`src/rtl/alu_arbiter.sv`:
```
// Round-robin sharing of one combinational ALU between two requesters; gnt to rvalid is 2 cycles.
// One operation in flight; a result waits in RESP until its owner asserts rready, holding off further grants.
module alu_arbiter #(
  parameter int DW  = 8,
  parameter int OPW = 5
) (
  input  logic           clk,
  input  logic           rst,
  input  logic           req0,
  input  logic [DW-1:0]  a0,
  input  logic [DW-1:0]  b0,
  input  logic [OPW-1:0] op0,
  output logic           gnt0,
  output logic           rvalid0,
  output logic [DW-1:0]  rdata0,
  output logic           rcarry0,
  input  logic           rready0,
  input  logic           req1,
  input  logic [DW-1:0]  a1,
  input  logic [DW-1:0]  b1,
  input  logic [OPW-1:0] op1,
  output logic           gnt1,
  output logic           rvalid1,
  output logic [DW-1:0]  rdata1,
  output logic           rcarry1,
  input  logic           rready1,
  output logic [DW-1:0]  alu_a,
  output logic [DW-1:0]  alu_b,
  output logic [OPW-1:0] alu_op,
  input  logic [DW-1:0]  alu_dout,
  input  logic           alu_carry,
  output logic           busy
);

  typedef enum logic [1:0] {IDLE, EXEC, RESP} state_t;

  state_t state, state_nxt;
  logic   owner;
  logic   last;
  logic   sel;
  logic   sel_vld;
  logic   rready_own;

  // On contention the requester not served last wins; a lone requester always wins.
  always_comb begin
    sel_vld    = req0 | req1;
    sel        = (req0 & req1) ? ~last : req1;
    rready_own = owner ? rready1 : rready0;
    state_nxt  = state;
    gnt0       = 1'b0;
    gnt1       = 1'b0;
    case (state)
      IDLE: begin
        if (sel_vld && !rst) begin
          gnt0      = ~sel;
          gnt1      = sel;
          state_nxt = EXEC;
        end
      end
      EXEC:    state_nxt = RESP;
      RESP:    if (rready_own) state_nxt = IDLE;
      default: state_nxt = IDLE;
    endcase
  end

  always_ff @(posedge clk) begin
    if (rst) state <= IDLE;
    else     state <= state_nxt;
  end

  assign busy = (state != IDLE);

  always_ff @(posedge clk) begin
    if (rst) begin
      owner   <= 1'b0;
      last    <= 1'b1;
      alu_a   <= '0;
      alu_b   <= '0;
      alu_op  <= '0;
      rdata0  <= '0;
      rcarry0 <= 1'b0;
      rvalid0 <= 1'b0;
      rdata1  <= '0;
      rcarry1 <= 1'b0;
      rvalid1 <= 1'b0;
    end else begin
      case (state)
        IDLE: begin
          if (gnt0 | gnt1) begin
            alu_a  <= sel ? a1 : a0;
            alu_b  <= sel ? b1 : b0;
            alu_op <= sel ? op1 : op0;
            owner  <= sel;
          end
        end
        EXEC: begin
          if (owner) begin
            rdata1  <= alu_dout;
            rcarry1 <= alu_carry;
            rvalid1 <= 1'b1;
          end else begin
            rdata0  <= alu_dout;
            rcarry0 <= alu_carry;
            rvalid0 <= 1'b1;
          end
        end
        RESP: begin
          if (rready_own) begin
            rvalid0 <= 1'b0;
            rvalid1 <= 1'b0;
            last    <= owner;
          end
        end
        default: ;
      endcase
    end
  end

endmodule
```
`config.mk`:
```
export PLATFORM = sky130hd
export DESIGN_NAME = alu_arbiter
export DESIGN_NICKNAME = d
export VERILOG_FILES = /design/src/rtl/alu_arbiter.sv
export SDC_FILE = /design/constraint.sdc
export NUM_CORES = 1
export LEC_CHECK = 0
export CORE_MARGIN = 5
export CORE_UTILIZATION = 39
export CTS_CLUSTER_DIAMETER = 100
export CTS_CLUSTER_SIZE = 8
export DETAILED_ROUTE_END_ITERATION = 10
export PLACE_DENSITY = 0.78
export SYNTH_ARGS = -nofsm -noshare
export SYNTH_HDL_FRONTEND = slang
export SYNTH_SLANG_ARGS = --single-unit
export TNS_END_PERCENT = 100
```
`constraint.sdc`:
```
create_clock -name clk -period 1.6 [get_ports clk]
set_input_delay 0.16 -clock clk [delete_from_list [all_inputs] [get_ports clk]]
set_output_delay 0.16 -clock clk [all_outputs]
set_load 0.05 [all_outputs]
```
==> flow_metrics.tcl, run 1 <==
set metrics [dict create \
    p_leak_uw 0.001388 \
    slew_headroom_pct 68.93 \
    drc 0 \
    start_util_pct 40.55 \
    vias 1662 \
    clock_sinks 45 \
    grt_pass1_wl_um 7638 \
    hold_viol 0 \
    synth_area_leaders "dfxtp_1 (46%), mux2i_1 (31%), nand2b_1 (7.4%), nor2_1 (3.9%), buf_2 (1.8%)" \
    drive_above_1_share_pct 26.10 \
    finalCritPeriodShare_pct 98.01 \
    cts_root_buf "clkbuf_8" \
    row_count 25 \
    ys_seq_area_share_pct 46.42 \
    cp_max_fo 4 \
    synth.top_cell.area_share_pct 46.42 \
    ff2ff_path_depth 5 \
    yosysWarnings 0 \
    hp-class "register to register" \
    yosysUniqueCellTypes 19 \
    place_ws_ns 0.01969 \
    synth_seq_cells 45 \
    powerDensity_nw_per_um2 958.3 \
    cts_tree "done" \
    worst_slack_ns 0.03185 \
    power_uw 3040 \
    antenna_left 0 \
    synth_area_um2 1941 \
    status "finished clean" \
    wl_per_cell_um 13.42 \
    grt_pass1_vias 1646 \
    io_pins 101 \
    dp_cells 348 \
    r2r_slack_ns 0.13 \
    grt_util_all_layers_pct 15.19 \
    rsz0062_at_grt "true" \
    area_delta_synth_final_pct 63.44 \
    postCtsHoldBufs 0 \
    die_h_um 80.54 \
    tightest_slew_ns 0.4643 \
    antenna_found_initial 0 \
    crit_arrival_ns 1.41 \
    fin_nets 351 \
    viasPerCell 4.591 \
    setup_viol 0 \
    rr_endpoint "alu_b[2]" \
    holdPathStages 2 \
    syn-num-nets 239 \
    maxCapViolCount 0 \
    die_area_um2 6487 \
    cts_buffer_depth 2 \
    postRouteWirelength_um 4857 \
    path_class "register to output pin" \
    synthCells 182 \
    fillers 412 \
    min_to "alu_a[4]" \
    insertedDiodeCount 0 \
    post-route-util_pct 66.27 \
    grt_start_max_net_pins 23 \
    io_buffers 100 \
    core_area_um2 4786 \
    htreeDepth 2 \
    worstPathRequired_ns 1.44 \
    drt_iter0_drc 65 \
    avgSynthCellArea_um2 10.66 \
    place.detailed.hpwl_um 3653 \
    end_kind "output pin" \
    min_period_ns 1.568 \
    firstDrtPassIters 4 \
    fin_hold_ws_ns 0.4763 \
    gp_congestion 0.7086 \
    insertion_delay_ns 0.29 \
    crit_path_start_kind "register" \
    hp-start "alu_a[4]" \
    r2r_start "state[0]" \
    fmax_mhz 637.7 \
    clk_pin_slew_worst_paths_ns 0.08 \
    die_w_um 80.54 \
    peakVddDrop_v 0.0005762 \
    timing.clock.skew_ns 0.002489 \
    numCtsBuffers 5 \
    finalMaxSlewViolations 0 \
    synth_top_area_cell "dfxtp_1" \
    final-instance-count-excl-fill 362 \
    grt_remaining_overflow 0 \
]
## flip-flops by register name, summed over array words and instances (netlist names)
register and count:
alu_a 8, alu_b 8, rdata0 8, rdata1 8, alu_op 5, state 2
last 1, owner 1, rcarry0 1, rcarry1 1, rvalid0 1, rvalid1 1
## worst max-delay path: stages, from the launching register on
cell,delay (ns)
dfxtp_4,0.35
or2_4,0.26
buf_6,0.13
nor3b_4,0.21
buf_12,0.17
## report_power, final
| part | total (µW) | switching (µW) | internal, µW | leakage, µW |
|---|---|---|---|---|
| Combinational | 1070 | 595 | 472 | 0.000974 |
| Clock | 688 | 387 | 302 | 0.0000439 |
| Sequential | 1280 | 60.4 | 1220 | 0.000370 |
## timing repair
item / 4_1_cts / 5_1_grt
pin swaps: 3 / 2
setup buffers: 3 / 3
endpoints found under the setup margin: 2 / 2
gates cloned: 0 / 0
gates resized for setup: 6 / 0
## kinds of logic (layout without fill, tap and decap cells)
logic type | count (synthesis) | after routing | synth area share [%]
AOI/OAI and AO/OA | 11 | 11 | 3.417
buffers and inverters | 13 | 126 | 3.739
DFF | 45 | 45 | 46.42
muxes | 61 | 61 | 31.46
and+or+nand+nor | 52 | 52 | 14.96
## Yosys cell counts
master	number
clkbuf_1	3
buf_2	7
buf_6	2
inv_1	1
or2_1	1
a21boi_2	1
nor2b_1	2
o21bai_1	1
nand2b_1	23
a21oi_1	6
nor2_1	20
mux2i_1	61
o31ai_1	1
nor3_4	1
nor4_1	1
nand3b_1	2
dfxtp_1	45
o21ai_0	2
nor3b_1	2
## worst max path at each step
stage,startpoint,endpoint,slack [ns],cells after the start
5_1_grt,state[0],gnt1,-0.01,4
3_3_place_gp,req1,alu_a[3],0.04,5
2_1_floorplan,state[1],gnt0,-0.04,3
3_5_place_dp,req0,gnt0,0.02,5
6_report,state[0],gnt1,0.03,4
4_1_cts,state[0],gnt1,-0.04,4
## routing by layer
metal | vias to the layer above | global-route usage [%] | part of all wire (%)
li1 | 838 | - | -
met1 | 747 | 17.76 | 40
met5 | - | 0 | 0
met2 | 72 | 23.84 | 45
met4 | 0 | 5.574 | 1.3
met3 | 5 | 7.511 | 13
## final cells by class
| type | instances | area, µm² | share of cell area, % |
|---|---|---|---|
| well taps | 67 | 83.83 | 2.643 |
| multi-input cells | 124 | 1008 | 31.79 |
| clock inverters | 3 | 17.52 | 0.5523 |
| repair buffers | 117 | 1084 | 34.16 |
| clock buffers | 5 | 68.82 | 2.170 |
| flip-flops and latches | 45 | 905.9 | 28.56 |
| inverters | 1 | 3.754 | 0.1183 |
## metrics by stage
stage | TNS (ns) | instance area [µm²]
floorplan | -0.04226 | 1967
global placement | 0 | 3030
detailed placement | 0 | 3030
CTS | -0.03714 | 3149
global route | -0.01291 | 3172
finish | 0 | 3172
## placed cells by master (no fill, tap or decap), drive strengths merged, types with 2 or more instances in the layout
| master | netlist | layout |
|---|---|---|
| clkbuf | 3 | 5 |
| nor3b | 2 | 2 |
| nand3b | 2 | 2 |
| buf | 9 | 61 |
| clkinv | 0 | 2 |
| mux2i | 61 | 61 |
| o21ai | 2 | 2 |
| nand2b | 23 | 23 |
| a21oi | 6 | 6 |
| dfxtp | 45 | 45 |
| nor2 | 20 | 20 |
| clkdlybuf4s50 | 0 | 55 |
| nor2b | 2 | 2 |
Power figures use the tool's default switching activity.
==> run 2: changes to the inputs <==
--- a/config.mk
+++ b/config.mk
@@ -6,11 +6,12 @@
 export NUM_CORES = 1
 export LEC_CHECK = 0
 export CORE_MARGIN = 5
-export CORE_UTILIZATION = 39
+export CORE_UTILIZATION = 41
+export CTS_BUF_LIST = sky130_fd_sc_hd__clkbuf_4 sky130_fd_sc_hd__clkbuf_8
 export CTS_CLUSTER_DIAMETER = 100
 export CTS_CLUSTER_SIZE = 8
 export DETAILED_ROUTE_END_ITERATION = 10
-export PLACE_DENSITY = 0.78
+export PLACE_DENSITY = 0.82
 export SYNTH_ARGS = -nofsm -noshare
 export SYNTH_HDL_FRONTEND = slang
 export SYNTH_SLANG_ARGS = --single-unit
==> constraint.sdc (replaced) <==
create_clock -name clk -period 1.5 [get_ports clk]
set_input_delay 0.15 -clock clk [delete_from_list [all_inputs] [get_ports clk]]
set_output_delay 0.15 -clock clk [all_outputs]
set_load 0.05 [all_outputs]
==> run 2 against run 1 <==
Compared with the run above: the run now ends with setup timing left; power grew 14%; register-to-register slack lost 0.10 ns; non-clock buffer count stayed put; sequential cell count stayed put; first-iteration DRC count is 49% lower; combinational power grew 7%; sequential share of layout area down 0.34 points; clock skew is 0.0033 ns higher; die area decreased by 4.3%; utilization rose by 2.5 points; final cell count is 3.6% lower; worst hold slack hardly changed; critical endpoint unchanged; highest routed layer unchanged.
==> flow_metrics.tcl, run 2 (synthesis results as in run 1) <==
set metrics [dict create \
    drt_iter0_drc 33 \
    status "finished, violations left" \
    crit_family "simple AND/OR/NAND/NOR gates" \
    die_w_um 78.80 \
    holdPathStages 2 \
    fin_nets 351 \
    crit_path_start_kind "register" \
    wl_per_cell_um 14.30 \
    io_buffers 100 \
    cts_buffer_depth 2 \
    setup_viol 1 \
    crit_arrival_ns 1.39 \
    drc 0 \
    firstDrtPassIters 4 \
    htreeDepth 2 \
    worstPathRequired_ns 1.35 \
    crit_slowest_cell "dfxtp_2" \
    hp-start "alu_a[7]" \
    worstPathBufferInverterCount 2 \
    insertion_delay_ns 0.30 \
    place.detailed.hpwl_um 3821 \
    min_period_ns 1.540 \
    multi_input_area_um2 1011 \
    cp_max_fo 3 \
    antenna_found_initial 0 \
    grt_remaining_overflow 0 \
    gp_congestion 0.7316 \
    fillers 380 \
    place_ws_ns -0.06443 \
    grt_start_max_net_pins 30 \
    path_class "register to output pin" \
    clk_pin_slew_worst_paths_ns 0.08 \
    violations "setup timing" \
    maxCapViolCount 0 \
    vias 1687 \
    area_delta_synth_final_pct 65.18 \
    p_sw_uw 1103 \
    final_common_cell "mux2i_1" \
    postRouteWirelength_um 4992 \
    ff2ff_path_depth 5 \
    worst_slack_ns -0.04011 \
    numCtsBuffers 5 \
    fmax_mhz 649.3 \
    peakVddDrop_v 0.0006469 \
    start_util_pct 41.64 \
    final_cell_mix "mux2i_1 (61), clkdlybuf4s50_1 (54), buf_4 (53), dfxtp_1 (42), nand2b_1 (23)" \
    grt_pass1_vias 1726 \
    row_count 25 \
    hold_viol 0 \
    powerDensity_nw_per_um2 1085 \
    die_area_um2 6209 \
    viasPerCell 4.834 \
    clock_sinks 45 \
    cts_tree "done" \
    p_int_uw 2375 \
    r2r_slack_ns 0.03 \
    antenna_left 0 \
    swShare_pct 31.72 \
    grt_util_all_layers_pct 16.71 \
    critPathMaxStageDelay_ns 0.33 \
    r2r_start "state[1]" \
    seq_power_share_pct 39.4 \
    postCtsHoldBufs 0 \
    finalCritPeriodShare_pct 102.7 \
    finalMaxSlewViolations 0 \
    rsz0062_at_grt "true" \
    insertedDiodeCount 0 \
    hp-class "register to register" \
    timing.clock.skew_ns 0.005818 \
    slew_headroom_pct 81.89 \
    grt_pass1_wl_um 8204 \
    core_area_um2 4661 \
    regArea_um2 904.6 \
    power_frac_comb_pct 32.9 \
    worstPathCellList "or2_4 > buf_6 > nor3b_4 > buf_12" \
    drive_above_1_share_pct 26.78 \
    io_pins 101 \
    cts_root_buf "clkbuf_8" \
    post-route-util_pct 68.78 \
    die_h_um 78.80 \
    rr_endpoint "alu_b[5]" \
    end_kind "output pin" \
    min_to "alu_a[7]" \
    p_leak_uw 0.001413 \
    pwr-share-clk_pct 27.6 \
    tightest_slew_ns 0.2697 \
]
-- run 2: worst max-delay path by stage --
stage,slack (ns),end,cells after the start,startpoint
after floorplan,-0.03,gnt0,3,state[1]
after global placement,-0.06,gnt1,5,req1
after detailed placement,-0.06,gnt1,5,req1
after CTS,-0.06,gnt1,4,state[0]
after global routing,-0.08,gnt1,4,state[1]
final,-0.04,gnt1,4,state[1]
-- run 2: per-stage QoR --
stage	instances	cell area [µm²]	TNS (ns)	hold slack, ns	power, µW
after detailed placement	337	3042	-0.2076	0.4635	2525
after global placement	337	3042	-0.1029	0.4611	2510
after CTS	349	3201	-0.06965	0.4796	3504
after global routing	349	3206	-0.2743	0.5016	3622
after floorplan	182	1972	-0.03066	0.2939	2071
final	349	3206	-0.04011	0.4760	3478
-- run 2: per-layer routing --
layer | global-route usage, % | vias up | part of all wire [%]
li1 | - | 842 | -
met2 | 27.42 | 81 | 46
met1 | 19.27 | 756 | 40
met4 | 6.119 | 0 | 1.8
met3 | 7.256 | 8 | 12
met5 | 0 | - | 0
-- run 2: worst register-to-register path: cells and delay by family (launching register included) --
kind | cells | cell delay, ns
DFF | 1 | 0.33
and+or+nand+nor | 2 | 0.50
buffers and inverters | 2 | 0.37
muxes | 1 | 0.21
-- run 2: area by class of cell --
cell class                      instances  area share (%)
Clock buffer                            7           2.810
Clock inverter                          1          0.9368
Inverter                                1          0.1171
Multi-Input combinational cell        124           31.54
Sequential cell                        45           28.22
Tap cell                               54           2.108
Timing Repair Buffer                  117           34.27
-- run 2: what timing repair did --
action                                  4_1_cts  5_1_grt
pin swaps                                     3        3
gates resized for setup                       7        2
cloned                                        0        0
endpoints found under the setup margin        2       14
setup buffers                                 4        0
-- run 2: power groups by stage --
stage | combinational (µW) | sequential (µW) | clock [µW]
2_1_floorplan | 341 | 1730 | 0
3_3_place_gp | 1120 | 1390 | 0
4_1_cts | 1160 | 1370 | 977
3_5_place_dp | 1130 | 1390 | 0
6_report | 1150 | 1370 | 961
5_1_grt | 1210 | 1390 | 1020
==> run 3: changes to the inputs <==
--- a/config.mk
+++ b/config.mk
@@ -5,13 +5,14 @@
 export SDC_FILE = /design/constraint.sdc
 export NUM_CORES = 1
 export LEC_CHECK = 0
+export CAP_MARGIN = 20
 export CORE_MARGIN = 5
-export CORE_UTILIZATION = 41
+export CORE_UTILIZATION = 44
 export CTS_BUF_LIST = sky130_fd_sc_hd__clkbuf_4 sky130_fd_sc_hd__clkbuf_8
-export CTS_CLUSTER_DIAMETER = 100
+export CTS_CLUSTER_DIAMETER = 30
 export CTS_CLUSTER_SIZE = 8
 export DETAILED_ROUTE_END_ITERATION = 10
-export PLACE_DENSITY = 0.82
+export PLACE_DENSITY = 0.87
 export SYNTH_ARGS = -nofsm -noshare
 export SYNTH_HDL_FRONTEND = slang
 export SYNTH_SLANG_ARGS = --single-unit
==> constraint.sdc (replaced) <==
create_clock -name clk -period 1.9 [get_ports clk]
set_input_delay 0.19 -clock clk [delete_from_list [all_inputs] [get_ports clk]]
set_output_delay 0.19 -clock clk [all_outputs]
set_load 0.05 [all_outputs]
==> run 3 against run 2 <==
Compared with the run above: the flow now finishes without violations; register-to-register slack better by 0.44 ns; utilization increased by 4.6 points; power decreased by 27%; critical path depth decreased by 1; non-clock buffer count down 9; wire length decreased by 2.8%.
==> flow_metrics.tcl, run 3 (synthesis results as in run 1) <==
set metrics [dict create \
    grt_pass1_wl_um 7721 \
    io_pins 101 \
    hp-class "register to register" \
    timing.clock.skew_ns 0.002637 \
    final_cell_mix "clkdlybuf4s50_1 (97), mux2i_1 (61), dfxtp_1 (45), nand2b_1 (23), nor2_1 (20)" \
    fin_hold_ws_ns 0.4711 \
    slew_headroom_pct 58.27 \
    crit_path_start_kind "register" \
    r2r_start "state[1]" \
    rr_endpoint "alu_a[4]" \
    ff2ff_path_depth 4 \
    io_buffers 100 \
    drt_iter0_drc 34 \
    setup-tns-final_ns 0 \
    hp-start "alu_op[1]" \
    cts_buffer_depth 2 \
    die_area_um2 5838 \
    crit_path_start "state[1]" \
    fin_nets 342 \
    cp-endpoint "gnt0" \
    postCtsHoldBufs 0 \
    min_period_ns 1.725 \
    core_area_um2 4324 \
    cts_root_buf "clkbuf_8" \
    final_cell_area_um2 3174 \
    cts_tree "done" \
    cts_resized 1 \
    insertion_delay_ns 0.29 \
    hold_viol 0 \
    powerDensity_nw_per_um2 802.2 \
    grt_util_all_layers_pct 16.19 \
    status "finished clean" \
    worst_slack_ns 0.1750 \
    crit_arrival_ns 1.53 \
    cp_max_fo 7 \
    cts_setup_buffers 0 \
    clock_sinks 45 \
    clk_pin_slew_worst_paths_ns 0.08 \
    fmax_mhz 579.7 \
    final_common_cell "clkdlybuf4s50_1" \
    die_w_um 76.41 \
    antenna_found_initial 0 \
    p_leak_uw 0.001270 \
    maxCapViolCount 0 \
    tightest_slew_ns 0.6240 \
    wl_per_cell_um 14.35 \
    viasPerCell 4.964 \
    numCtsBuffers 5 \
    gp_congestion 0.7235 \
    antenna_left 0 \
    die_h_um 76.41 \
    firstDrtPassIters 4 \
    vias 1678 \
    grt_start_max_net_pins 21 \
    rsz0062_at_grt "false" \
    drive_above_1_share_pct 8.741 \
    worstPathRequired_ns 1.71 \
    row_count 24 \
    fillers 332 \
    finalCritPeriodShare_pct 90.79 \
    peakVddDrop_v 0.0004727 \
    place_area_um2 3077 \
    path_class "register to output pin" \
    setup_viol 0 \
    grt_pass1_vias 1628 \
    place.detailed.hpwl_um 3850 \
    r2r_slack_ns 0.47 \
    area_delta_synth_final_pct 63.57 \
    finalMaxSlewViolations 0 \
    drc 0 \
    insertedDiodeCount 0 \
    grt_remaining_overflow 0 \
    place_ws_ns 0.2459 \
    start_util_pct 44.88 \
    postRouteWirelength_um 4851 \
    end_kind "output pin" \
    htreeDepth 2 \
]
## run 3: cell count changes in the layout (fill, tap and decap cells not counted), moves of 2 or more
cell	change
buf_4	-47
clkdlybuf4s50_1	+43
dfxtp_1	+3
dfxtp_2	-3
buf_6	-2
clkinv_2	+2
dlygate4sd2_1	-2
## run 3: worst min-delay path by stage
stage,slack (ns),cells after the start,to
after global routing,0.50,2,alu_op[1]
after CTS,0.48,2,alu_op[1]
final,0.47,2,alu_op[1]
after floorplan,0.33,2,rcarry1
after detailed placement,0.46,2,alu_b[2]
after global placement,0.46,2,alu_op[1]
## run 3: final cells by class
type / count / area, µm² / area share (%)
clock buffer: 6 / 76.32 / 2.404
clock inverter: 2 / 10.01 / 0.3153
inverter: 1 / 3.754 / 0.1183
multi-input combinational: 124 / 1002 / 31.57
sequential: 45 / 900.9 / 28.38
tap: 52 / 65.06 / 2.050
timing repair buffer: 108 / 1116 / 35.16
## run 3: layer usage
metal | GRT usage [%] | share of wire [%] | vias up | wire length (µm)
met1 | 18.91 | 41 | 767 | 1996
li1 | - | - | 823 | -
met3 | 8.865 | 13 | 6 | 631
met2 | 25.17 | 44 | 82 | 2156
met4 | 5.245 | 1.4 | 0 | 68
met5 | 0 | 0 | - | 0
## run 3: power by group
group          switching [µW]  internal (µW)
clock                     300            269
sequential               56.9           1030
combinational             493            398
total                     850           1700
## run 3: per-stage QoR
stage	total power [µW]	cells	util, %
global placement	1985	330	71.15
floorplan	1625	182	-
finish	2547	338	73.41
global route	2667	338	73.41
detailed placement	1997	330	71.15
CTS	2577	338	73.35
## run 3: critical path, stage by stage (launching register included)
cell and delay [ns]:
dfxtp_1 0.38, or2_4 0.34, nor4_4 0.34, buf_12 0.18
